<file path="config.mk">
export PLATFORM = sky130hd
export DESIGN_NAME = zone_sensor_tx
export DESIGN_NICKNAME = d
export VERILOG_FILES = /design/src/rtl/alarm_pkg.sv /design/src/rtl/alert_pulse_meter.sv /design/src/rtl/zone_sensor_tx.sv
export SDC_FILE = /design/constraint.sdc
export NUM_CORES = 1
export LEC_CHECK = 0
export ABC_AREA = 1
export CAP_MARGIN = 20
export CELL_PAD_IN_SITES_DETAIL_PLACEMENT = 0
export CELL_PAD_IN_SITES_GLOBAL_PLACEMENT = 1
export CORE_UTILIZATION = 44
export CTS_BUF_LIST = sky130_fd_sc_hd__clkbuf_2 sky130_fd_sc_hd__clkbuf_4 sky130_fd_sc_hd__clkbuf_8
export DETAILED_ROUTE_END_ITERATION = 6
export PLACE_DENSITY = 0.83
export SKIP_LAST_GASP = 1
export SLEW_MARGIN = 10
export SYNTH_ARGS = -nofsm -noshare
export SYNTH_HDL_FRONTEND = slang
export SYNTH_SLANG_ARGS = --single-unit
</file>
<file path="constraint.sdc">
create_clock -name clk -period 1.9 [get_ports clk]
set_input_delay 0.19 -clock clk [delete_from_list [all_inputs] [get_ports clk]]
set_output_delay 0.19 -clock clk [all_outputs]
set_load 0.01 [all_outputs]
</file>
<file path="src/rtl/alarm_pkg.sv">
// Constants and types shared between the zone sensor transmitter and the alarm receiver:
// zone encodings, status codes, FSM states and default timing values.
package alarm_pkg;

  localparam int DEF_HOLD_CYCLES = 8;
  localparam int DEF_ALERT_LEN   = 31;
  localparam int DEF_TIMEOUT     = 64;
  localparam int DEF_GAP_CYCLES  = 4;

  localparam int NUM_ZONES = 3;
  localparam int ALERT_W   = 6;

  typedef logic [1:0] zone_t;

  localparam zone_t ZONE_NONE = 2'd0;
  localparam zone_t ZONE_1    = 2'd1;
  localparam zone_t ZONE_2    = 2'd2;
  localparam zone_t ZONE_3    = 2'd3;

  typedef enum logic [1:0] {
    DONE_OK         = 2'd0,
    DONE_TIMEOUT    = 2'd1,
    DONE_WRONG_ZONE = 2'd2,
    DONE_BAD_WIDTH  = 2'd3
  } done_code_t;

  typedef enum logic [2:0] {
    ST_IDLE,
    ST_DRIVE,
    ST_WAIT,
    ST_MEASURE,
    ST_GAP
  } state_t;

  // Zone z maps to line z-1; zone 0 selects no line at all.
  function automatic logic [NUM_ZONES-1:0] zone_onehot(input zone_t zone);
    case (zone)
      ZONE_1:  return 3'b001;
      ZONE_2:  return 3'b010;
      ZONE_3:  return 3'b100;
      default: return 3'b000;
    endcase
  endfunction

endpackage

</file>
<file path="src/rtl/alert_pulse_meter.sv">
// Registers the returned buzzer lines, flags rise/fall edges per line and measures
// the width of the selected line's pulse with a saturating counter.
module alert_pulse_meter
  import alarm_pkg::*;
(
  input  logic                 clk,
  input  logic                 rst_n,
  input  logic                 ena,
  input  logic [NUM_ZONES-1:0] alert_in,
  input  logic [NUM_ZONES-1:0] mask,
  input  logic                 clr,
  input  logic                 start,
  input  logic                 run,
  output logic [NUM_ZONES-1:0] rise,
  output logic [NUM_ZONES-1:0] fall,
  output logic [NUM_ZONES-1:0] level,
  output logic [ALERT_W-1:0]   width,
  output logic                 width_max
);

  localparam logic [ALERT_W-1:0] WIDTH_MAX = '1;

  logic [NUM_ZONES-1:0] alert_p1;
  logic [NUM_ZONES-1:0] prev_p2;
  logic [ALERT_W-1:0]   width_q;

  // Stage 1: input register, sampled even while disabled
  always_ff @(posedge clk or negedge rst_n) begin
    if (!rst_n) alert_p1 <= '0;
    else        alert_p1 <= alert_in;
  end

  // Stage 2: history advances only on enabled cycles so edges are judged there
  always_ff @(posedge clk or negedge rst_n) begin
    if (!rst_n)   prev_p2 <= '0;
    else if (ena) prev_p2 <= alert_p1;
  end

  assign rise  = alert_p1 & ~prev_p2;
  assign fall  = ~alert_p1 & prev_p2;
  assign level = alert_p1;

  always_ff @(posedge clk or negedge rst_n) begin
    if (!rst_n) begin
      width_q <= '0;
    end else if (ena) begin
      if (clr)
        width_q <= '0;
      else if (start)
        width_q <= {{(ALERT_W-1){1'b0}}, 1'b1};
      else if (run && |(alert_p1 & mask) && width_q != WIDTH_MAX)
        width_q <= width_q + 1'b1;
    end
  end

  assign width     = width_q;
  assign width_max = (width_q == WIDTH_MAX);

endmodule

</file>
<file path="src/rtl/zone_sensor_tx.sv">
// Self-test stimulus engine for the alarm path: drives one zone's sensor line,
// then measures the receiver's alert pulse and reports a status per request.
module zone_sensor_tx
  import alarm_pkg::*;
#(
  parameter int HOLD_CYCLES = DEF_HOLD_CYCLES,
  parameter int ALERT_LEN   = DEF_ALERT_LEN,
  parameter int TIMEOUT     = DEF_TIMEOUT,
  parameter int GAP_CYCLES  = DEF_GAP_CYCLES
) (
  input  logic                 clk,
  input  logic                 rst_n,
  input  logic                 ena,
  input  logic                 req_valid,
  input  logic [1:0]           req_zone,
  output logic                 req_ready,
  output logic [NUM_ZONES-1:0] sensor_out,
  input  logic [NUM_ZONES-1:0] alert_in,
  output logic                 done_valid,
  output logic [1:0]           done_code,
  output logic [ALERT_W-1:0]   alert_width
);

  localparam int HOLD_W = $clog2(HOLD_CYCLES + 1);
  localparam int WAIT_W = $clog2(TIMEOUT + 1);
  localparam int GAP_W  = $clog2(GAP_CYCLES + 1);

  localparam logic [HOLD_W-1:0]  HOLD_LAST   = HOLD_W'(HOLD_CYCLES - 1);
  localparam logic [WAIT_W-1:0]  WAIT_LAST   = WAIT_W'(TIMEOUT - 1);
  localparam logic [GAP_W-1:0]   GAP_LAST    = GAP_W'(GAP_CYCLES - 1);
  localparam logic [ALERT_W-1:0] ALERT_LEN_W = ALERT_W'(ALERT_LEN);

  state_t               state, state_nxt;
  zone_t                zone, zone_nxt;
  logic [NUM_ZONES-1:0] sensor_nxt;
  logic                 done_valid_nxt;
  logic [1:0]           done_code_nxt;
  logic [ALERT_W-1:0]   alert_width_nxt;
  logic [HOLD_W-1:0]    hold_cnt, hold_nxt;
  logic [WAIT_W-1:0]    wait_cnt, wait_nxt;
  logic [GAP_W-1:0]     gap_cnt, gap_nxt;

  logic                 fin, state_chg;
  done_code_t           fin_code;
  logic                 meter_clr, meter_start, meter_run;
  logic [NUM_ZONES-1:0] mask, rise, fall, level;
  logic [ALERT_W-1:0]   width;
  logic                 width_max;
  logic                 match_rise, other_rise, match_fall, match_lvl;

  assign mask       = zone_onehot(zone);
  assign match_rise = |(rise & mask);
  assign other_rise = |(rise & ~mask);
  assign match_fall = |(fall & mask);
  assign match_lvl  = |(level & mask);
  assign req_ready  = (state == ST_IDLE);

  alert_pulse_meter u_meter (
    .clk       (clk),
    .rst_n     (rst_n),
    .ena       (ena),
    .alert_in  (alert_in),
    .mask      (mask),
    .clr       (meter_clr),
    .start     (meter_start),
    .run       (meter_run),
    .rise      (rise),
    .fall      (fall),
    .level     (level),
    .width     (width),
    .width_max (width_max)
  );

  always_comb begin
    state_nxt       = state;
    zone_nxt        = zone;
    sensor_nxt      = sensor_out;
    done_valid_nxt  = 1'b0;
    done_code_nxt   = done_code;
    alert_width_nxt = alert_width;
    hold_nxt        = hold_cnt;
    wait_nxt        = wait_cnt;
    gap_nxt         = gap_cnt;
    fin             = 1'b0;
    fin_code        = DONE_OK;
    meter_run       = 1'b0;

    case (state)
      ST_IDLE: begin
        if (req_valid) begin
          zone_nxt = req_zone;
          if (req_zone == ZONE_NONE) begin
            fin      = 1'b1;
            fin_code = DONE_WRONG_ZONE;
          end else begin
            state_nxt  = ST_DRIVE;
            sensor_nxt = zone_onehot(req_zone);
          end
        end
      end
      ST_DRIVE: begin
        if (match_rise) begin
          state_nxt  = ST_MEASURE;
          sensor_nxt = '0;
        end else if (hold_cnt == HOLD_LAST) begin
          state_nxt  = ST_WAIT;
          sensor_nxt = '0;
        end else begin
          hold_nxt = hold_cnt + 1'b1;
        end
      end
      ST_WAIT: begin
        // A foreign zone answering outranks our own zone in the same cycle
        if (other_rise) begin
          fin      = 1'b1;
          fin_code = DONE_WRONG_ZONE;
        end else if (match_rise) begin
          state_nxt = ST_MEASURE;
        end else if (wait_cnt == WAIT_LAST) begin
          fin      = 1'b1;
          fin_code = DONE_TIMEOUT;
        end else begin
          wait_nxt = wait_cnt + 1'b1;
        end
      end
      ST_MEASURE: begin
        if (other_rise) begin
          fin      = 1'b1;
          fin_code = DONE_WRONG_ZONE;
        end else if (match_fall) begin
          fin      = 1'b1;
          fin_code = (width == ALERT_LEN_W) ? DONE_OK : DONE_BAD_WIDTH;
        end else if (width_max && match_lvl) begin
          fin      = 1'b1;
          fin_code = DONE_BAD_WIDTH;
        end else begin
          meter_run = 1'b1;
        end
      end
      ST_GAP: begin
        if (gap_cnt == GAP_LAST) state_nxt = ST_IDLE;
        else                     gap_nxt   = gap_cnt + 1'b1;
      end
      default: state_nxt = ST_IDLE;
    endcase

    if (fin) begin
      state_nxt       = ST_GAP;
      sensor_nxt      = '0;
      done_valid_nxt  = 1'b1;
      done_code_nxt   = fin_code;
      alert_width_nxt = width;
    end

    // Every state starts with fresh counters; the width meter is preloaded on MEASURE entry
    state_chg = (state_nxt != state);
    if (state_chg) begin
      hold_nxt = '0;
      wait_nxt = '0;
      gap_nxt  = '0;
    end
    meter_start = state_chg && (state_nxt == ST_MEASURE);
    meter_clr   = state_chg && !meter_start;
  end

  always_ff @(posedge clk or negedge rst_n) begin
    if (!rst_n) begin
      state       <= ST_IDLE;
      zone        <= ZONE_NONE;
      sensor_out  <= '0;
      done_valid  <= 1'b0;
      done_code   <= DONE_OK;
      alert_width <= '0;
      hold_cnt    <= '0;
      wait_cnt    <= '0;
      gap_cnt     <= '0;
    end else if (ena) begin
      state       <= state_nxt;
      zone        <= zone_nxt;
      sensor_out  <= sensor_nxt;
      done_valid  <= done_valid_nxt;
      done_code   <= done_code_nxt;
      alert_width <= alert_width_nxt;
      hold_cnt    <= hold_nxt;
      wait_cnt    <= wait_nxt;
      gap_cnt     <= gap_nxt;
    end
  end

endmodule
</file>
Yosys cells after proc, flatten, opt, wreduce, memory -nomap -nowiden
Index checks and enable logic that the tools add are counted.
{ "classes": {"add_sub_neg": 4, "eq_ne": 26, "muxes": 56, "n_bitwise": 9, "reduce_logical": 24} }
{ "ops": {"columns": ["cell", "n"], "rows": [
  ["3-bit two-way mux", 16],
  ["7-bit two-way mux", 5],
  ["3-bit bitwise AND", 6],
  ["6-bit two-way mux", 3],
  ["3-bit one-hot mux with 3 select lines", 2],
  ["4-bit two-way mux", 4],
  ["1-bit two-way mux", 15],
  ["3-bit one-hot mux with 5 select lines", 1],
  ["2-bit two-way mux", 7],
  ["3-bit by 2-bit == test with 1-bit output (second input constant)", 4],
  ["3-bit OR reduction", 4],
  ["2-bit inequality test (second input constant)", 5],
  ["5-bit AND reduction", 2],
  ["3-bit inverter", 3],
  ["2-bit == test (second input constant)", 4],
  ["7-bit by 1-bit adder with 7-bit output (second input constant)", 1],
  ["7-bit by 6-bit == test with 1-bit output (second input constant)", 1],
  ["6-bit by 1-bit adder with 6-bit output (second input constant)", 1],
  ["6-bit by 5-bit == test with 1-bit output (second input constant)", 1],
  ["6-bit == test (second input constant)", 1],
  ["6-bit inequality test (second input constant)", 1],
  ["2-bit one-hot mux with 3 select lines", 1],
  ["3-bit one-hot mux with 2 select lines", 1],
  ["3-bit AND reduction", 2],
  ["19 further kinds", 28]
]} }
{ "word_totals": {"register_bits": 43, "inputBits": 9, "out_inout_bits": 13, "word_cells": 131} }

Depth between registers and ports, before layout
Gate-level depths: netlist (run 1).
{ "depth": {"ltp_word": 16, "depth_mapped": 17, "mapped_depth_nobuf": 17} }

Cells and area by module
From an unflattened synthesis (run 1), not the netlist that was laid out.
{ "hier_totals": {"hier_cells": 328, "hier_area_um2": 2481.1} }
{ "modules_own_cells": {"columns": ["mod", "instances", "cells_each", "area_each_um2"], "rows": [
  ["zone_sensor_tx", 1, 240, 1813.0],
  ["alert_pulse_meter", 1, 88, 668.1]
]} }

Worst setup path after synthesis (run 1)
No wires, ideal clock.
{ "synth_timing": {"path_kind": "flip-flop to flip-flop", "from": "reg u_meter.width_q[1], in the netlist u_meter.width[1]", "to": "reg u_meter.width_q[5], in the netlist u_meter.width[5]", "setup_ns": 0.122, "t_arrival_ns": 1.622, "t_required_ns": 1.778, "setup_slack_ns": 0.156, "stages_incl_launch_ff": 13, "n_path_buf": 0, "path_cell_list": "dfrtp_1 > ha_1 > nand3_1 > nor2_1 > nand2_1 > a21boi_2 > nor2_4 > nand3_1 > nand2_4 > nand2_4 > nand2_8 > inv_6 > nor2_4"} }
{ "synth_via": {"elab_chain_cells": 13, "elab_cells_between_ends": 25} }
{ "synth_lines": {"columns": ["element", "line_no", "rtl"], "rows": [
  ["from (decl)", "alert_pulse_meter.sv:25", "logic [ALERT_W-1:0] width_q;"],
  ["from (signal assigned)", "alert_pulse_meter.sv:50", "width_q <= {{(ALERT_W-1){1'b0}}, 1'b1};"],
  ["from (signal assigned)", "alert_pulse_meter.sv:52", "width_q <= width_q + 1'b1;"],
  ["6-bit == test", "alert_pulse_meter.sv:57", "assign width_max = (width_q == WIDTH_MAX);"],
  ["1-bit logical AND", "zone_sensor_tx.sv:133", "end else if (width_max && match_lvl) begin"],
  ["1-bit two-way mux", "zone_sensor_tx.sv:133", null],
  ["1-bit two-way mux", "zone_sensor_tx.sv:130", "end else if (match_fall) begin"],
  ["1-bit two-way mux", "zone_sensor_tx.sv:127", "if (other_rise) begin"],
  ["1-bit one-hot mux with 3 select lines", "zone_sensor_tx.sv:88", "case (state)"],
  ["3-bit two-way mux", "zone_sensor_tx.sv:147", "if (fin) begin"],
  ["3-bit inequality test / 3-bit by 2-bit == test with 1-bit output (equally long branches)", "zone_sensor_tx.sv:156, zone_sensor_tx.sv:162", null],
  ["1-bit logical AND", "zone_sensor_tx.sv:162", "meter_start = state_chg && (state_nxt == ST_MEASURE);"],
  ["1-bit logical NOT", "zone_sensor_tx.sv:163", "meter_clr = state_chg && !meter_start;"],
  ["1-bit logical AND", "zone_sensor_tx.sv:163", null],
  ["3-bit nonzero test (no source line)", null, null],
  ["2-bit AND reduction (no source line)", null, null]
]} }
Several ways; a longest one is shown, not always the timed one. The select of a mux whose other input is x is not followed.
A chain may end at the register's enable or synchronous reset.

Worst setup path after layout (run 1)
{ "layout_timing": {"from": "reg zone[1]", "to": "reg hold_cnt[1]"} }
{ "layout_via": {"elab_chain_cells": 13, "elab_cells_between_ends": 31} }
{ "layout_lines": {"columns": ["element", "line_no", "rtl"], "rows": [
  ["from (decl)", "zone_sensor_tx.sv:34", "zone_t zone, zone_nxt;"],
  ["from (signal assigned)", "zone_sensor_tx.sv:179", "zone <= zone_nxt;"],
  ["2-bit == test / 2-bit by 1-bit == test with 1-bit output (equally long branches)", "alarm_pkg.sv:37", "case (zone)"],
  ["3-bit one-hot mux with 3 select lines *", "alarm_pkg.sv:37", null],
  ["3-bit bitwise AND", "zone_sensor_tx.sv:55", "assign match_lvl = |(level & mask);"],
  ["3-bit OR reduction", "zone_sensor_tx.sv:55", null],
  ["1-bit logical AND", "zone_sensor_tx.sv:133", null],
  ["1-bit two-way mux", "zone_sensor_tx.sv:133", null],
  ["1-bit two-way mux", "zone_sensor_tx.sv:130", null],
  ["1-bit two-way mux", "zone_sensor_tx.sv:127", null],
  ["1-bit one-hot mux with 3 select lines", "zone_sensor_tx.sv:88", null],
  ["3-bit two-way mux", "zone_sensor_tx.sv:147", null],
  ["3-bit inequality test", "zone_sensor_tx.sv:156", "state_chg = (state_nxt != state);"],
  ["2-bit inequality test (no source line) / 2-bit nonzero test (equally long branches)", null, null],
  ["4-bit AND reduction (no source line)", null, null],
  ["to (signal assigned)", "zone_sensor_tx.sv:184", "hold_cnt <= hold_nxt;"],
  ["to (decl)", "zone_sensor_tx.sv:39", "logic [HOLD_W-1:0] hold_cnt, hold_nxt;"]
]} }
Every way passes the cells marked *; elsewhere a longest branch is shown, timed or not.

==> summary.md, run 1 <==
| Metric | Value |
|---|---|
| Status | `finished clean` |
| Util after Layout | `59.71%` |
| Worst setup EP type | `flop` |
| I/O Buffers | `21` |
| Clock Pin Slew Worst Setup and Hold Paths | `0.09 ns` |
| Worst IR Drop VDD | `0.0006483 V` |
| CTS Root Cell | `clkbuf_8` |
| WS Path Type | `flop to flop` |
| 1st-iter DRT viols | `109` |
| H-tree levels | `2` |
| Fillers | `478` |
| Sequential area share after synthesis | `44.61%` |
| First-pass GRT wire length | `8880 um` |
| Synthesized area | `0.002412 mm2` |
| Vias per Instance | `4.715` |
| Cell area power density | `1271 mW/mm2` |
| Final worst-path cycle share | `99.50%` |
| Vias | `2018` |
| Total GRT Usage | `19.51%` |
| Die area | `0.005783 mm2` |
| Max Cap Viol | `0` |
| Row count | `26` |
| CP Max Fanout | `6` |
| Critical Path, Cell by Cell | `inv_2, nand2_2, nand2_2, nand3_4, a21oi_4, nand2_2, nor2_4, nand2_2, nand2_2, nand2_4, nand2_4, nand2_8, nand3_1, nand2_1` |
| Die W | `76.05 um` |
| Ys Warns | `0` |
| Distinct cells, synth | `34` |
| Synthesized area per cell | `7.988 um2` |
| Worst-skew pair later-pin latency | `0.30 ns` |
| Num CTS Buffers | `5` |
| DP HPWL | `3939 um` |
| Final Worst Setup Slack | `0.009498 ns` |
| Core region area | `0.005205 mm2` |
| Normalized max-slew margin | `70.09%` |
| Routed wire length | `5205 um` |
| Largest net degree at the start of global routing | `21` |
| Crit path largest cell delay | `0.45 ns` |
| CP max-delay cell | `dfrtp_2` |
| Clock Path Buffers | `2` |
| Slew Viols, Final | `0` |
| Mapped Cells | `302` |
| Worst Path Arrival | `2.08 ns` |
| Critical path's most frequent cell | `nand2_2` |
| Hold_ws | `0.3250 ns` |
| Num ports | `22` |
| Minimum clock period | `1.891 ns` |
| Hold crit path type | `primary input to flop` |
| Die Y | `76.05 um` |
| Vias in the first global route | `1928` |
| Mapped Nets | `316` |
| Post-route ant nets | `0` |
| Placement Setup Slack | `-0.1077 ns` |
| Wire length per cell | `12.16 um` |
| Worst Clk Skew | `0.006825 ns` |
| Area Overhead vs Synth | `28.84%` |
| Initial antenna violation count | `0` |
| Final Wtd Congestion | `0.8155` |
| Worst-margin pin slew | `0.4486 ns` |
| RSZ-0062 raised after global routing | `yes` |
| Initial Util | `46.35%` |
| Ratio of cells with drive above 1 in the final layout | `27.09%` |
| # DRC | `0` |
| Leak pwr | `1.518 nW` |
| Final setup viols | `0` |
| CTS tree | `built` |
| Fin. Hold Viols | `0` |
| CTS sink cnt | `43` |
| Fin nets | `371` |
| FF+latch count, synth | `43` |
| F_max | `529.0 MHz` |
| Pre-antenna DRT Iters | `4` |
| Setup crit start kind | `flop` |
| GR Overflow Total | `0` |
| Antenna diode count | `0` |
| Required @ worst endpoint | `2.09 ns` |
[area by class of cell]
class | instances | area [um2] | area share [%]
multi-input cells | 216 | 1241 | 39.94
flip-flops and latches | 43 | 1080 | 34.74
repair buffers | 51 | 445.4 | 14.33
inverters | 40 | 165.2 | 5.314
well taps | 70 | 87.58 | 2.818
clock buffers | 6 | 76.32 | 2.456
clock inverters | 2 | 12.51 | 0.4026
[final timing paths]
check | start | endpoint | slack [ns] | cells past startpoint
max | zone[1] | hold_cnt[1] | 0.009 | 14
min | alert_in[1] | u_meter.level[1] | 0.33 | 1
max in group asynchronous | rst_n | state[0] | 0.98 | 3
min reg2reg | alert_width[5] | alert_width[5] | 0.48 | 2
max reg2reg | zone[1] | hold_cnt[1] | 0.009 | 14
min in group asynchronous | rst_n | sensor_out[0] | 0.36 | 2
[cells in the final DEF (no fill, tap or decap), drive strengths merged, types with 2 or more instances in the layout]
cell,netlist,routed
clkinv,0,2
nand4,5,5
o31ai,2,2
xor2,9,9
clkbuf,0,6
or2,2,2
nand3,26,26
buf,3,30
o21ai,16,16
nor3,5,5
nand2,91,91
clkdlybuf4s50,0,20
dfrtp,43,43
a21boi,2,2
ha,5,5
nor2,42,42
inv,40,39
a21oi,4,4
[where the power goes]
group          switching, mW  total (mW)  internal [mW]
Combinational           1.20        2.04          0.843
Clock                  0.331       0.603          0.272
Sequential             0.172        1.31           1.13
[repair_timing]
action / 4_1_cts / 5_1_grt
buffers inserted: 0 / 4
pin swaps: 2 / 0
setup endpoints to repair: 19 / 31
hold buffers: 1 / 0
resized for setup: 3 / 23
endpoints found under the hold margin: 18 / 0
[routing by layer]
metal	GRT usage (%)	part of all wire, %
met3	3.952	4.0
met2	30.73	46
met5	0	0
met1	27.21	49
met4	5.769	1.3
[metrics by stage]
step / power (mW) / cell area (um2) / cells / setup TNS (ns)
6_report: 3.950 / 3108 / 428 / 0
5_1_grt: 4.276 / 3108 / 428 / -2.027
4_1_cts: 3.791 / 2995 / 424 / -0.03103
3_5_place_dp: 3.179 / 2890 / 415 / -1.539
3_3_place_gp: 3.165 / 2890 / 415 / -0.6052
2_1_floorplan: 2.536 / 2412 / 302 / 0
[Yosys cell counts (all sizes together)]
library cell	instances	area [um2]
a21oi	4	31.28
nor2	42	205.2
xor2	9	78.83
o211ai	1	7.510
nand2	91	395.4
ha	5	62.56
o31ai	2	15.01
buf	3	15.01
xnor2	1	8.760
nor4	1	6.260
or2	2	12.51
dfrtp	43	1076
nand3	26	152.7
o21bai	1	7.510
o21ai	16	80.08
nand3b	1	7.510
a31oi	1	6.260
nor3	5	30.03
o41ai	1	8.760
nand4	5	31.28
inv	40	155.1
a21boi	2	18.77
[kinds of logic (layout without fill, tap and decap cells)]
family,count (synthesis),count (layout),synth area share (%)
AO/OA/AOI/OAI,28,28,7.262
adder cells (fa/ha/maj),5,5,2.593
flip-flops,43,43,44.61
buffers and inverters,43,99,7.054
XOR/XNOR,10,10,3.631
AND/OR/NAND/NOR,173,173,34.85
[worst max-delay path: cells and delay by family, from the launching register on]
kind / cells / cell delay (ns)
buffers and inverters: 1 / 0.09
AND/OR/NAND/NOR: 12 / 1.08
flip-flops: 1 / 0.45
AO/OA/AOI/OAI: 1 / 0.15
[state kept, by name, indices dropped and copies added, names as in the netlist]
name	count
wait_cnt	7
alert_width	6
u_meter.width	6
hold_cnt	4
gap_cnt	3
sensor_out	3
state	3
u_meter.level	3
u_meter.prev_p2	3
done_code	2
zone	2
done_valid	1
Power figures use the tool's default switching activity.
==> inputs of run 2 (changes only) <==
==> constraint.sdc (replaced) <==
create_clock -name clk -period 1.9 [get_ports clk]
set_input_delay 0.19 -clock clk [delete_from_list [all_inputs] [get_ports clk]]
set_output_delay 0.19 -clock clk [all_outputs]
set_load 0.02 [all_outputs]
==> run 2 against run 1 <==
Net effect: setup slack better by 0.0022 ns; critical path depth stayed put; register-to-register slack hardly changed; global-route usage stayed put; critical path type unchanged; clock skew about the same; clock-buffer cell count did not move; combinational power up 3%; largest power group unchanged.
==> summary.md, run 2 (synthesis results as in run 1) <==
| Metric | Value |
|---|---|
| Status | `finished clean` |
| Final Worst Setup Slack | `0.01172 ns (+0.002223 ns)` |
| Final Wtd Congestion | `0.8155 (unchanged)` |
| 1st-iter DRT viols | `99 (-9.2%)` |
| Layout Cells excl Fill | `427 (-0.23%)` |
| Worst r2r src | `zone[1]` |
| Normalized max-slew margin | `70.06% (about the same)` |
| Antenna diode count | `0 (unchanged)` |
| Worst IR Drop VDD | `0.0006585 V (+1.6%)` |
| Vias | `2020 (+0.099%)` |
| Total negative slack | `0 ns (unchanged)` |
| Reg area | `0.001080 mm2 (unchanged)` |
| Largest register FFs | `7 (unchanged)` |
| Internal power | `2.231 mW (-0.72%)` |
| Die W | `76.05 um (unchanged)` |
| Most frequent cells in the layout | `nand2_1 (75), dfrtp_1 (40), inv_1 (35)` |
| Util after Layout | `59.62% (-0.096 points)` |
| I/O Buffers | `21 (unchanged)` |
| Row count | `26 (unchanged)` |
| Core region area | `0.005205 mm2 (unchanged)` |
| Die Y | `76.05 um (unchanged)` |
| Clock Pin Slew Worst Setup and Hold Paths | `0.09 ns (about the same)` |
| Cell area power density | `1298 mW/mm2 (+2.1%)` |
| Placed cell area | `0.002890 mm2 (unchanged)` |
| DP HPWL | `3939 um (unchanged)` |
| Worst Path Arrival | `2.08 ns (about the same)` |
| Worst Clk Skew | `0.006693 ns (-0.0001312 ns)` |
| Initial Util | `46.35% (unchanged)` |
| Wire length per cell | `12.23 um (+0.58%)` |
| Switching pwr | `1.796 mW (+5.5%)` |
| Worst-skew pair later-pin latency | `0.30 ns (about the same)` |
| Largest net degree at the start of global routing | `21 (unchanged)` |
| Initial antenna violation count | `0 (unchanged)` |
| Sw frac | `44.60% (+1.5 points)` |
| Vias in the first global route | `1928 (unchanged)` |
| Hold path endpoint | `u_meter.level[1]` |
| CP Max Fanout | `6 (unchanged)` |
| WS Path Type | `flop to flop` |
| Final worst-path cycle share | `99.38% (-0.12 points)` |
| Fillers | `480 (+0.42%)` |
| Final setup viols | `0 (unchanged)` |
| Sequential Power Share | `32.5% (-0.6 points)` |
| Final Power | `4.027 mW (+2.0%)` |
| Worst setup EP type | `flop` |
| Fin. Hold Viols | `0 (unchanged)` |
| Commonest non-fill, non-tap cell in the layout | `nand2_1` |
| Post-route ant nets | `0 (unchanged)` |
| Clock Path Buffers | `2 (unchanged)` |
| RSZ-0062 raised after global routing | `yes` |
| Multi-input gate area | `0.001241 mm2 (unchanged)` |
| Hold_ws | `0.3228 ns (-0.002182 ns)` |
| Total GRT Usage | `19.51% (unchanged)` |
| Num CTS Buffers | `5 (unchanged)` |
| Reg2Reg Depth | `14 (unchanged)` |
| Ratio of cells with drive above 1 in the final layout | `26.89% (-0.20 points)` |
| Leak pwr | `1.520 nW (+0.18%)` |
| H-tree levels | `2 (unchanged)` |
| Placement Setup Slack | `-0.1077 ns (unchanged)` |
| HP Start | `alert_in[1]` |
| Reg-to-Reg End | `hold_cnt[1]` |
| Die area | `0.005783 mm2 (unchanged)` |
| Crit path launch | `zone[1]` |
| CTS tree | `built` |
| GR Overflow Total | `0 (unchanged)` |
| Area Overhead vs Synth | `28.63%` |
| Clock power frac | `15.0% (-0.3 points)` |
| Required @ worst endpoint | `2.09 ns (about the same)` |
| Inst Count DP | `415 (unchanged)` |
| Top reg by flops | `wait_cnt` |
| Worst R2R Setup Slack | `0.01 ns (about the same)` |
| Hold depth | `1 (unchanged)` |
| Num ports | `22 (unchanged)` |
| Max Cap Viol | `0 (unchanged)` |
| Combinational share of power | `52.5% (+0.8 points)` |
| Fin area | `0.003103 mm2 (-0.16%)` |
| F_max | `529.6 MHz (+0.12%)` |
| Hold crit path type | `primary input to flop` |
| Pre-antenna DRT Iters | `4 (unchanged)` |
| First-pass GRT wire length | `8880 um (unchanged)` |
| # DRC | `0 (unchanged)` |
| Slew Viols, Final | `0 (unchanged)` |
| Fin nets | `370 (-0.27%)` |
| CTS Root Cell | `clkbuf_8` |
| Vias per Instance | `4.731 (+0.33%)` |
| Worst-margin pin slew | `0.4491 ns (+0.0005347 ns)` |
| Routed wire length | `5223 um (+0.35%)` |
| Setup crit start kind | `flop` |
| Minimum clock period | `1.888 ns (-0.002223 ns)` |
| CTS sink cnt | `43 (unchanged)` |
## run 2: cell types whose count changed in the layout (fill, tap and decap cells not counted)
| cell | change |
|---|---|
| buf_4 | -1 |
| clkdlybuf4s50_1 | -1 |
| dlymetal6s2s_1 | +1 |
## run 2: power by group through the flow
stage          clock network, mW  logic, mW  registers [mW]
3_3_place_gp                   0       1.95            1.31
2_1_floorplan                  0       1.21            1.42
3_5_place_dp                   0       1.96            1.31
6_report                   0.605       2.11            1.31
5_1_grt                    0.650       2.35            1.35
4_1_cts                    0.619       1.97            1.29
## run 2: layout make-up
class / count / area share (%)
clock buffer: 6 / 2.460
clock inverter: 2 / 0.4032
inverter: 40 / 5.323
multi-input combinational: 216 / 40.00
sequential: 43 / 34.80
tap: 70 / 2.823
timing repair buffer: 50 / 14.19
## run 2: repair_timing
| item | 4_1_cts | 5_1_grt |
|---|---|---|
| resized for setup | 3 | 24 |
| hold buffers | 1 | 0 |
| endpoints found under the hold margin | 18 | 0 |
| pin swaps | 2 | 0 |
| setup endpoints to repair | 19 | 31 |
| buffers inserted | 0 | 3 |
## run 2: critical path: stages, from the launching register on
cell,delay [ns]
dfrtp_2,0.45
inv_2,0.09
nand2_2,0.07
nand2_2,0.10
nand3_4,0.10
a21oi_4,0.15
nand2_2,0.08
nor2_4,0.16
nand2_2,0.09
nand2_2,0.09
nand2_4,0.07
nand2_4,0.09
nand2_8,0.08
nand3_1,0.09
nand2_1,0.06
## run 2: worst max-delay path by stage
stage | to | slack [ns]
4_1_cts | hold_cnt[0] | -0.008
5_1_grt | hold_cnt[1] | -0.15
3_3_place_gp | u_meter.width[5] | -0.06
6_report | hold_cnt[1] | 0.01
3_5_place_dp | u_meter.width[5] | -0.11
2_1_floorplan | u_meter.width[5] | 0.16
## run 2: metal layers
layer  GRT usage [%]  wire length, um  vias to the layer above
met2           30.73             2382                       40
met5               0                0                        -
met1           27.21             2563                      908
li1                -                -                     1066
met4           5.769               69                        0
met3           3.952              208                        6
==> inputs of run 3 (changes only) <==
--- a/config.mk
+++ b/config.mk
@@ -6,12 +6,14 @@
 export NUM_CORES = 1
 export LEC_CHECK = 0
 export ABC_AREA = 1
+export ABC_CLOCK_PERIOD_IN_PS = 1900
 export CAP_MARGIN = 20
 export CELL_PAD_IN_SITES_DETAIL_PLACEMENT = 0
 export CELL_PAD_IN_SITES_GLOBAL_PLACEMENT = 1
 export CORE_UTILIZATION = 44
 export CTS_BUF_LIST = sky130_fd_sc_hd__clkbuf_2 sky130_fd_sc_hd__clkbuf_4 sky130_fd_sc_hd__clkbuf_8
 export DETAILED_ROUTE_END_ITERATION = 6
+export MAX_ROUTING_LAYER = met4
 export PLACE_DENSITY = 0.83
 export SKIP_LAST_GASP = 1
 export SLEW_MARGIN = 10
==> run 3 against run 2 <==
Net effect: the flow now finishes with violations (negative setup slack); clock power decreased by 1%; core utilization unchanged; sequential cell count is the same; routed wire length about the same; first-iteration DRC count down 2.0%; final cell count did not move; sequential share of layout area unchanged; sequential power hardly changed; global-route usage is 0.49 points higher; design area did not move; worst hold slack improved by 0.0057 ns; critical endpoint unchanged; largest cell class unchanged; highest routed layer unchanged.
==> summary.md, run 3 (synthesis results as in run 1) <==
| Metric | Value |
|---|---|
| H-tree levels | `2 (unchanged)` |
| Antenna diode count | `0 (unchanged)` |
| Worst Clk Skew | `0.006488 ns (-0.0002055 ns)` |
| Crit path largest cell delay | `0.46 ns (about the same)` |
| Fin. Hold Viols | `0 (unchanged)` |
| CP top delay family | `simple AND/OR/NAND/NOR gates` |
| Die Y | `76.05 um (unchanged)` |
| CTS Root Cell | `clkbuf_8` |
| Reg-to-Reg End | `hold_cnt[1]` |
| Worst IR Drop VDD | `0.0006591 V (about the same)` |
| Hold_ws | `0.3285 ns (+0.005706 ns)` |
| Most frequent cells in the layout | `nand2_1 (75), dfrtp_1 (40), inv_1 (35)` |
| Final worst-path cycle share | `100.2% (+0.81 points)` |
| Inst Count DP | `415 (unchanged)` |
| CP Max Fanout | `6 (unchanged)` |
| Worst r2r src | `zone[0]` |
| Worst setup EP type | `flop` |
| Clock Pin Slew Worst Setup and Hold Paths | `0.09 ns (about the same)` |
| Crit path launch | `zone[0]` |
| Post-route ant nets | `0 (unchanged)` |
| Failing checks | `negative setup slack` |
| Largest net degree at the start of global routing | `21 (unchanged)` |
| Commonest non-fill, non-tap cell in the layout | `nand2_1` |
| Core region area | `0.005205 mm2 (unchanged)` |
| Switching pwr | `1.792 mW (-0.21%)` |
| Worst Path Arrival | `2.09 ns (about the same)` |
| Clock power frac | `14.9% (about the same)` |
| Hold depth | `1 (unchanged)` |
| # DRC | `0 (unchanged)` |
| Total GRT Usage | `20.00% (+0.49 points)` |
| RSZ-0062 raised after global routing | `yes` |
| Reg2Reg Depth | `14 (unchanged)` |
| Sw frac | `44.54% (-0.051 points)` |
| Num CTS Buffers | `5 (unchanged)` |
| Slew Viols, Final | `0 (unchanged)` |
| Critical Path, Cell by Cell | `nand2_2, inv_1, nand2_1, nand2_1, nor2_2, a21boi_2, nor2_4, nand2_2, nand2_2, nand2_4, nand2_4, nand2_8, nand3_1, nand2_1` |
| CP max-delay cell | `dfrtp_2` |
| Cell area power density | `1297 mW/mm2 (about the same)` |
| Hold crit path type | `primary input to flop` |
| Leak pwr | `1.520 nW (unchanged)` |
| Pre-antenna DRT Iters | `4 (unchanged)` |
| Normalized max-slew margin | `70.13% (+0.077 points)` |
| CP Buf/Inv Count | `1 (unchanged)` |
| Vias in the first global route | `1932 (+0.21%)` |
| Worst setup path end | `hold_cnt[1]` |
| Row count | `26 (unchanged)` |
| Vias per Instance | `4.728 (about the same)` |
| Placed cell area | `0.002890 mm2 (unchanged)` |
| Final Worst Setup Slack | `-0.003585 ns (-0.01531 ns)` |
| Largest register FFs | `7 (unchanged)` |
| First-pass GRT wire length | `8852 um (-0.32%)` |
| Routed wire length | `5228 um (about the same)` |
| Minimum clock period | `1.904 ns (+0.01531 ns)` |
| Final Power | `4.024 mW (about the same)` |
| Clock Path Buffers | `2 (unchanged)` |
| Internal power | `2.231 mW (about the same)` |
| Worst-margin pin slew | `0.4480 ns (-0.001157 ns)` |
| WS Path Type | `flop to flop` |
| 1st-iter DRT viols | `97 (-2.0%)` |
| Die area | `0.005783 mm2 (unchanged)` |
| CTS sink cnt | `43 (unchanged)` |
| GR Overflow Total | `0 (unchanged)` |
| Final Wtd Congestion | `0.8276 (+1.5%)` |
| Status | `complete, but fails checks` |
| Die W | `76.05 um (unchanged)` |
| F_max | `525.3 MHz (-0.80%)` |
| Top reg by flops | `wait_cnt` |
| Initial antenna violation count | `0 (unchanged)` |
| Setup crit start kind | `flop` |
| Area Overhead vs Synth | `28.63% (unchanged)` |
| Sequential Power Share | `32.6% (about the same)` |
| Num ports | `22 (unchanged)` |
| Wire length per cell | `12.24 um (about the same)` |
| Fin area | `0.003103 mm2 (unchanged)` |
| Max Cap Viol | `0 (unchanged)` |
| Required @ worst endpoint | `2.09 ns (about the same)` |
| Vias | `2019 (-0.050%)` |
| Ratio of cells with drive above 1 in the final layout | `26.89% (unchanged)` |
| Layout Cells excl Fill | `427 (unchanged)` |
| DP HPWL | `3939 um (unchanged)` |
| Worst-skew pair later-pin latency | `0.30 ns (about the same)` |
| Combinational share of power | `52.5% (about the same)` |
| Worst R2R Setup Slack | `-0.004 ns (-0.02 ns)` |
| CTS tree | `built` |
| Fin nets | `370 (unchanged)` |
| Cell count along the critical path | `14 (unchanged)` |
| Initial Util | `46.35% (unchanged)` |
| I/O Buffers | `21 (unchanged)` |
| Final setup viols | `1 (+1)` |
==> run 3: cell type report <==
cell class                      count  area (um2)
Inverter                           40       165.2
Clock inverter                      2       12.51
Tap cell                           70       87.58
Multi-Input combinational cell    216        1241
Sequential cell                    43        1080
Timing Repair Buffer               50       440.4
Fill cell                         480        2102
Clock buffer                        6       76.32
==> run 3: through the flow <==
| stage | setup TNS (ns) | utilization (%) | setup WS [ns] |
|---|---|---|---|
| after floorplan | 0 | - | 0.1564 |
| final | -0.003585 | 59.62 | -0.003585 |
| after detailed placement | -1.539 | 55.53 | -0.1077 |
| after global routing | -2.048 | 59.62 | -0.1472 |
| after global placement | -0.6052 | 55.53 | -0.05803 |
| after CTS | -0.03103 | 57.55 | -0.008088 |
==> run 3: metal layers <==
metal | track usage (%) | share of wire [%] | vias to the layer above | routed length (um)
li1 | - | - | 1065 | -
met1 | 27.21 | 49 | 898 | 2540
met2 | 30.73 | 45 | 47 | 2372
met3 | 2.874 | 4.4 | 9 | 230
met4 | 6.923 | 1.6 | 0 | 85
met5 | - | 0 | - | 0
==> run 3: power groups by stage <==
stage          clock, mW  sequential [mW]  combinational [mW]
3_3_place_gp           0             1.31                1.95
3_5_place_dp           0             1.31                1.96
2_1_floorplan          0             1.42                1.21
5_1_grt            0.646             1.35                2.35
6_report           0.599             1.31                2.11
4_1_cts            0.619             1.29                1.97
==> run 3: worst min-delay path by stage <==
stage	start	to
floorplan	rst_n	alert_width[0]
global placement	rst_n	zone[0]
detailed placement	rst_n	zone[1]
CTS	alert_in[1]	u_meter.level[1]
global route	alert_in[0]	u_meter.level[0]
finish	alert_in[1]	u_meter.level[1]
==> run 3: timing repair <==
action	in CTS	in global routing
setup buffers	0	3
resized for setup	3	24
hold buffers	1	0
setup endpoints to repair	19	31
hold endpoints to repair	18	0
pin swaps	2	0
==> patch 1, RTL diff (flow settings as in run 3) <==
The 5 states of `state_t` get a Gray code encoding in 3 bits.
--- a/src/rtl/alarm_pkg.sv
+++ b/src/rtl/alarm_pkg.sv
@@ -26,9 +26,9 @@
 
   typedef enum logic [2:0] {
-    ST_IDLE,
-    ST_DRIVE,
-    ST_WAIT,
-    ST_MEASURE,
-    ST_GAP
+    ST_IDLE    = 3'b000,
+    ST_DRIVE   = 3'b001,
+    ST_WAIT    = 3'b011,
+    ST_MEASURE = 3'b010,
+    ST_GAP     = 3'b110
   } state_t;
 
Formal check against the unedited RTL: same outputs for any inputs over 4 cycles, from zero or initial values and one cycle with rst_n low; so few cycles prove little.
==> patch 1 against run 3 <==
The run still ends with negative setup slack left; sequential share of layout area increased by 1.1 points; global-route usage increased by 1.2 points; via count increased by 1.1%; power decreased by 18%; worst setup slack got worse by 0.038 ns; largest power group unchanged; clock skew decreased by 0.0013 ns; first-iteration DRC count increased by 15%; count of clock-buffer cells in the layout unchanged; combinational power decreased by 25%; die area decreased by 1.1%; critical path type unchanged; area after synthesis decreased by 1.1%; sequential cell count unchanged; routed wire length decreased by 5.8%; final area decreased by 3.1%.
==> patch 1: results (changes against run 3) <==
Critical path
  – CP max-delay cell: dfrtp_1
  – Worst R2R Start: gap_cnt[0]$_DFFE_PN0P_
  – CP top delay family: simple AND/OR/NAND/NOR gates
  – CP arrival: 2.13 ns (+0.04 ns)
  – Crit path largest cell delay: 0.40 ns (-0.06 ns)
  – Largest fanout on the critical path: 6 (unchanged)

Global routing
  – Global-route usage over all layers: 0.212 (+0.0118)
  – Initial antenna violation count: 0 (unchanged)
  – First-pass GRT wire length: 8740 µm (-1.2%)
  – Vias in the first global route: 1,870 (-3.2%)
  – Largest net degree at the start of global routing: 23 (+9.5%)

Place
  – Gp weighted congestion: 0.910 (+10%)
  – DP HPWL: 3840 µm (-2.5%)
  – Placed Cells: 412 (-0.72%)
  – Placed Area: 2880 µm² (-0.30%)

Routing
  – Final wirelength: 4930 µm (-5.8%)
  – Vias: 2,042 (+1.1%)
  – 1st-iter DRT viols: 112 (+15%)
  – WL per Instance: 11.7 µm (-4.4%)
  – DRC viols: 0 (unchanged)
  – 1st-pass router iterations: 4 (unchanged)

Hold path
  – Min-Delay Path Class: in2reg
  – Hold path start: alert_in[2]

Clocking
  – Max clock buf depth: 2 (unchanged)
  – Clk Latency, worst-skew pair: 0.29 ns
  – Clock-pin slew on the worst setup and hold paths: 0.07 ns (-0.02 ns)
  – CTS root buffer: clkbuf_8
  – H-tree depth: 2 (unchanged)

STA
  – Final setup viols: 18 (+17)
  – Slew margin rel.: 0.650 (-0.0509)
  – Setup Skew: 0.00523 ns (-0.00125 ns)
  – Worst hold margin: 0.336 ns (+0.00742 ns)
  – Worst Slack Setup Final: -0.0419 ns (-0.0383 ns)

Status
  – Outcome: complete, but fails checks
  – Violated checks: negative setup slack

Finish
  – Share of layout cells above drive strength 1: 0.222 (-0.0467)
  – Max reg flops: 7 (unchanged)
  – Nets: 366 (-1.1%)

Logic synthesis
  – Cells after Synth: 296 (-2.0%)
  – Top post-synthesis cells by area: dfrtp_1 (45%), nand2_1 (11%), nand3_1 (6.1%)
  – Post-synth top cells: nand2_1 (72), dfrtp_1 (43), inv_1 (35)
  – Seq/Total Area, Yosys: 0.451 (+0.00515)
  – Synth Net Count: 310 (-1.9%)
  – Synth Flop Type: dfrtp_1
  – Unique cell type count in the Yosys netlist: 32 (-5.9%)
  – Yosys Warn Count: 0 (unchanged)

Power and ir drop
  – Leak pwr: 1.49 nW (-2.2%)
  – VDD IR-drop max: 0.522 mV (-21%)
[patch 1: changes by cell type after synthesis, moves of 2 or more]
cell     before  now
nand4_1       5    8
nor2_4        2    0
nor2_1       27   25
inv_2         3    5
nand3_1      23   29
o21ai_0      16   12
buf_2         3    0
nand2_2       9    5
nand2_1      79   72
o31ai_1       2    0
o21ai_1       0    5
[patch 1: final cells by class]
cell class	count	area [µm²]
Timing Repair Buffer	51	448
Clock buffer	6	76.3
Tap cell	70	87.6
Fill cell	500	2160
Inverter	41	164
Sequential cell	43	1080
Multi-Input combinational cell	210	1150
[patch 1: worst paths after layout]
check,end,slack (ns),cells after the start
min,u_meter.level[2]$_DFF_PN0_,0.34,1
max reg2reg,u_meter.width[0]$_DFFE_PN0P_,-0.04,12
min reg2reg,done_code[1]$_DFFE_PN0P_,0.47,2
max,u_meter.width[0]$_DFFE_PN0P_,-0.04,12
min in group asynchronous,hold_cnt[2]$_DFFE_PN0P_,0.40,2
max in group asynchronous,zone[0]$_DFFE_PN0P_,1.00,3
[patch 1: repair_timing]
item,in CTS,in global routing
hold buffers,1,0
pin swaps,1,3
endpoints found under the hold margin,21,0
gates cloned,0,0
setup buffers,0,2
setup endpoints to repair,20,34
resized for setup,5,5
[patch 1: power breakdown]
part	switching [mW]	total (mW)	internal (mW)
Combinational	0.947	1.58	0.632
Clock	0.283	0.542	0.259
Sequential	0.120	1.17	1.05
Total	1.35	3.30	1.95
[patch 1: routing by layer]
metal	GRT usage	wire, µm	up-vias
met5	-	0	-
met4	0.0556	55	0
met3	0.0397	149	5
met2	0.326	2220	35
met1	0.288	2500	936
li1	-	-	1066
[patch 1: cells by family after synthesis]
group                      after synthesis  share of synthesized area
AOI/OAI and AO/OA                       24                     0.0624
xor gates and xnor gates                11                     0.0404
adders and majority gates                5                     0.0262
buffers and inverters                   43                     0.0714
DFF                                     43                      0.451
and+or+nand+nor                        170                      0.348
[patch 1: per-stage QoR]
stage          setup TNS [ns]  total power, mW   util  setup slack (ns)
2_1_floorplan               0             2.17      -            0.0458
3_3_place_gp            -2.13             2.69  0.557            -0.108
3_5_place_dp            -2.91             2.71  0.557            -0.151
4_1_cts                -0.590             3.27  0.576           -0.0692
5_1_grt                 -6.04             3.58  0.582            -0.256
6_report               -0.427             3.30  0.582           -0.0419
==> patch 2, RTL diff (flow settings as in run 3) <==
Without the edit above. Set the package constant `DEF_GAP_CYCLES` to 8 (it was 4).
--- a/src/rtl/alarm_pkg.sv
+++ b/src/rtl/alarm_pkg.sv
@@ -6,5 +6,5 @@
   localparam int DEF_ALERT_LEN   = 31;
   localparam int DEF_TIMEOUT     = 64;
-  localparam int DEF_GAP_CYCLES  = 4;
+  localparam int DEF_GAP_CYCLES  = 8;
 
   localparam int NUM_ZONES = 3;
Formal check against the unedited RTL: not equivalent (Yosys sat finds a counterexample within 10 cycles, from zero or initial values and one cycle with rst_n low).
==> patch 2 against run 3 <==
The run still ends with negative setup slack left; via count is 20% higher; sequential cell count is 1 higher; worst setup slack worse by 0.085 ns; power is 5.7% higher; clock power is 6.2% higher; final area is 15% higher; routed wire length is 22% higher; area after synthesis is 3.3% higher.
==> patch 2: results (changes against run 3) <==
Logic synthesis
  – Ys async rst share: 1.00 (unchanged)
  – Seq/Total Area, Yosys: 0.442 (-0.00429)
  – Top post-synthesis cells by area: dfrtp_1 (44%), nand2_1 (15%), nand3_1 (6.6%)
  – Cells after Synth: 328 (+8.6%)
  – Synth Net Count: 341 (+7.9%)
  – Post-synth top cells: nand2_1 (97), dfrtp_1 (44), inv_1 (39)
  – Unique cell type count in the Yosys netlist: 34 (unchanged)

Critical path
  – Reg2Reg Depth: 13 (-1)
  – CP max-delay cell: dfrtp_2
  – CP top delay family: simple AND/OR/NAND/NOR gates
  – Reg2reg end: wait_cnt[0]$_DFFE_PN0P_
  – Crit path largest cell delay: between 0.4 and 0.5 ns
  – CP arrival: 2.18 ns (+0.09 ns)
  – Largest fanout on the critical path: 7 (+1)

Place
  – Gp weighted congestion: 0.846 (+2.3%)
  – DP HPWL: 4520 µm (+15%)
  – Placed Area: 3140 µm² (+8.6%)
  – Buffers on Ports: 21 (unchanged)
  – Pre-CTS setup slack: -0.179 ns (-0.0709 ns)
  – Placed Cells: 465 (+12%)

Global routing
  – Grt total ovfl: 0 (unchanged)
  – Initial antenna violation count: 0 (unchanged)
  – Largest net degree at the start of global routing: 24 (+14%)
  – Global-route usage over all layers: 0.235 (+0.0351)
  – First-pass GRT wire length: 10,500 µm (+19%)
  – Vias in the first global route: 2,326 (+20%)

Finish
  – Nets: 432 (+17%)
  – # diodes: 0 (unchanged)
  – Max reg flops: 7 (unchanged)
  – Share of layout cells above drive strength 1: 0.314 (+0.0454)
  – FILL cells: 488 (+1.7%)
  – Largest reg by FF count: wait_cnt

Routing
  – Final wirelength: 6390 µm (+22%)
  – WL per Instance: 13.0 µm (+6.0%)
  – Vias: 2,424 (+20%)
  – 1st-iter DRT viols: 86 (-11%)
  – 1st-pass router iterations: 4 (unchanged)

STA
  – Setup Skew: 0.00617 ns (-0.000315 ns)
  – Measured slew at the worst slew-check pin: 0.552 ns (+0.104 ns)
  – Final setup viols: 20 (+19)
  – Setup TNS: -1.25 ns (-1.25 ns)
  – Worst Slack Setup Final: -0.0890 ns (-0.0854 ns)

Clocking
  – Clk Latency, worst-skew pair: 0.30 ns (about the same)
  – Clock-pin slew on the worst setup and hold paths: ~0.08 ns
  – H-tree depth: 2 (unchanged)
  – CTS root buffer: clkbuf_8
  – Max clock buf depth: 2 (unchanged)

Hold path
  – Worst Hold Depth: 1 (unchanged)
  – Hold worst-path end: u_meter.level[1]$_DFF_PN0_

Power and ir drop
  – VDD IR-drop max: 0.614 mV (-6.8%)
  – Switching pwr: 1.79 mW (about the same)
  – Leak pwr: 1.81 nW (+19%)

Status
  – Violated checks: negative setup slack
  – Outcome: complete, but fails checks
[patch 2: routing by layer]
| metal | global-route usage | routed length [µm] | vias to the layer above | part of all wire |
|---|---|---|---|---|
| met5 | - | 0 | - | 0 |
| met4 | 0.106 | 182 | 0 | 0.028 |
| met3 | 0.0405 | 174 | 17 | 0.027 |
| met2 | 0.373 | 3020 | 45 | 0.47 |
| met1 | 0.293 | 3010 | 1126 | 0.47 |
| li1 | - | - | 1236 | - |
[patch 2: area by class of cell]
class,count,area [µm²],area share
Tap cell,72,90.1,0.0252
Clock buffer,7,90.1,0.0252
Timing Repair Buffer,85,722,0.202
Inverter,43,168,0.0469
Clock inverter,1,7.51,0.00210
Multi-Input combinational cell,238,1380,0.386
Timing Repair inverter,2,12.5,0.00350
Sequential cell,44,1100,0.309
[patch 2: power groups by stage]
stage               Sequential (mW)  Clock [mW]  Combinational, mW
finish                         1.31       0.636               2.31
global route                   1.33       0.681               2.53
CTS                            1.29       0.650               2.17
detailed placement             1.30           0               1.88
global placement               1.29           0               1.84
floorplan                      1.41           0              0.992
[patch 2: cells by family after synthesis]
kind of cell / after synthesis / share of synthesized area
flops: 44 / 0.442
simple gates: 192 / 0.357
xor+xnor: 10 / 0.0351
buf+inv: 47 / 0.0763
fa+ha+maj: 4 / 0.0201
compound gates: 31 / 0.0698
[patch 2: repair_timing]
| item | CTS | global route |
|---|---|---|
| hold endpoints to repair | 22 | 0 |
| gates cloned | 2 | 2 |
| hold buffers | 1 | 0 |
| pin swaps | 11 | 18 |
| gates resized for setup | 25 | 32 |
| endpoints found under the setup margin | 34 | 33 |
| buffers inserted | 11 | 4 |
[patch 2: per-stage QoR]
stage	total power, mW	hold slack (ns)	util
floorplan	2.40	-0.106	-
global placement	3.14	0.207	0.574
detailed placement	3.18	0.207	0.574
CTS	4.12	0.322	0.629
global route	4.54	0.321	0.653
finish	4.25	0.325	0.653
[patch 2: worst max-delay path by stage]
stage                                 startpoint                           end  slack, ns  cells after the start
global placement            state[2]$_DFFE_PN0P_  u_meter.width[3]$_DFFE_PN0P_      -0.16                     14
CTS                      wait_cnt[0]$_DFFE_PN0P_       wait_cnt[3]$_DFFE_PN0P_      -0.09                     16
floorplan           u_meter.width[0]$_DFFE_PN0P_       wait_cnt[2]$_DFFE_PN0P_     0.0005                     13
finish                       zone[0]$_DFFE_PN0P_       wait_cnt[0]$_DFFE_PN0P_      -0.09                     13
detailed placement       wait_cnt[0]$_DFFE_PN0P_       hold_cnt[0]$_DFFE_PN0P_      -0.18                     15
global route                state[1]$_DFFE_PN0P_  u_meter.width[5]$_DFFE_PN0P_      -0.25                     14
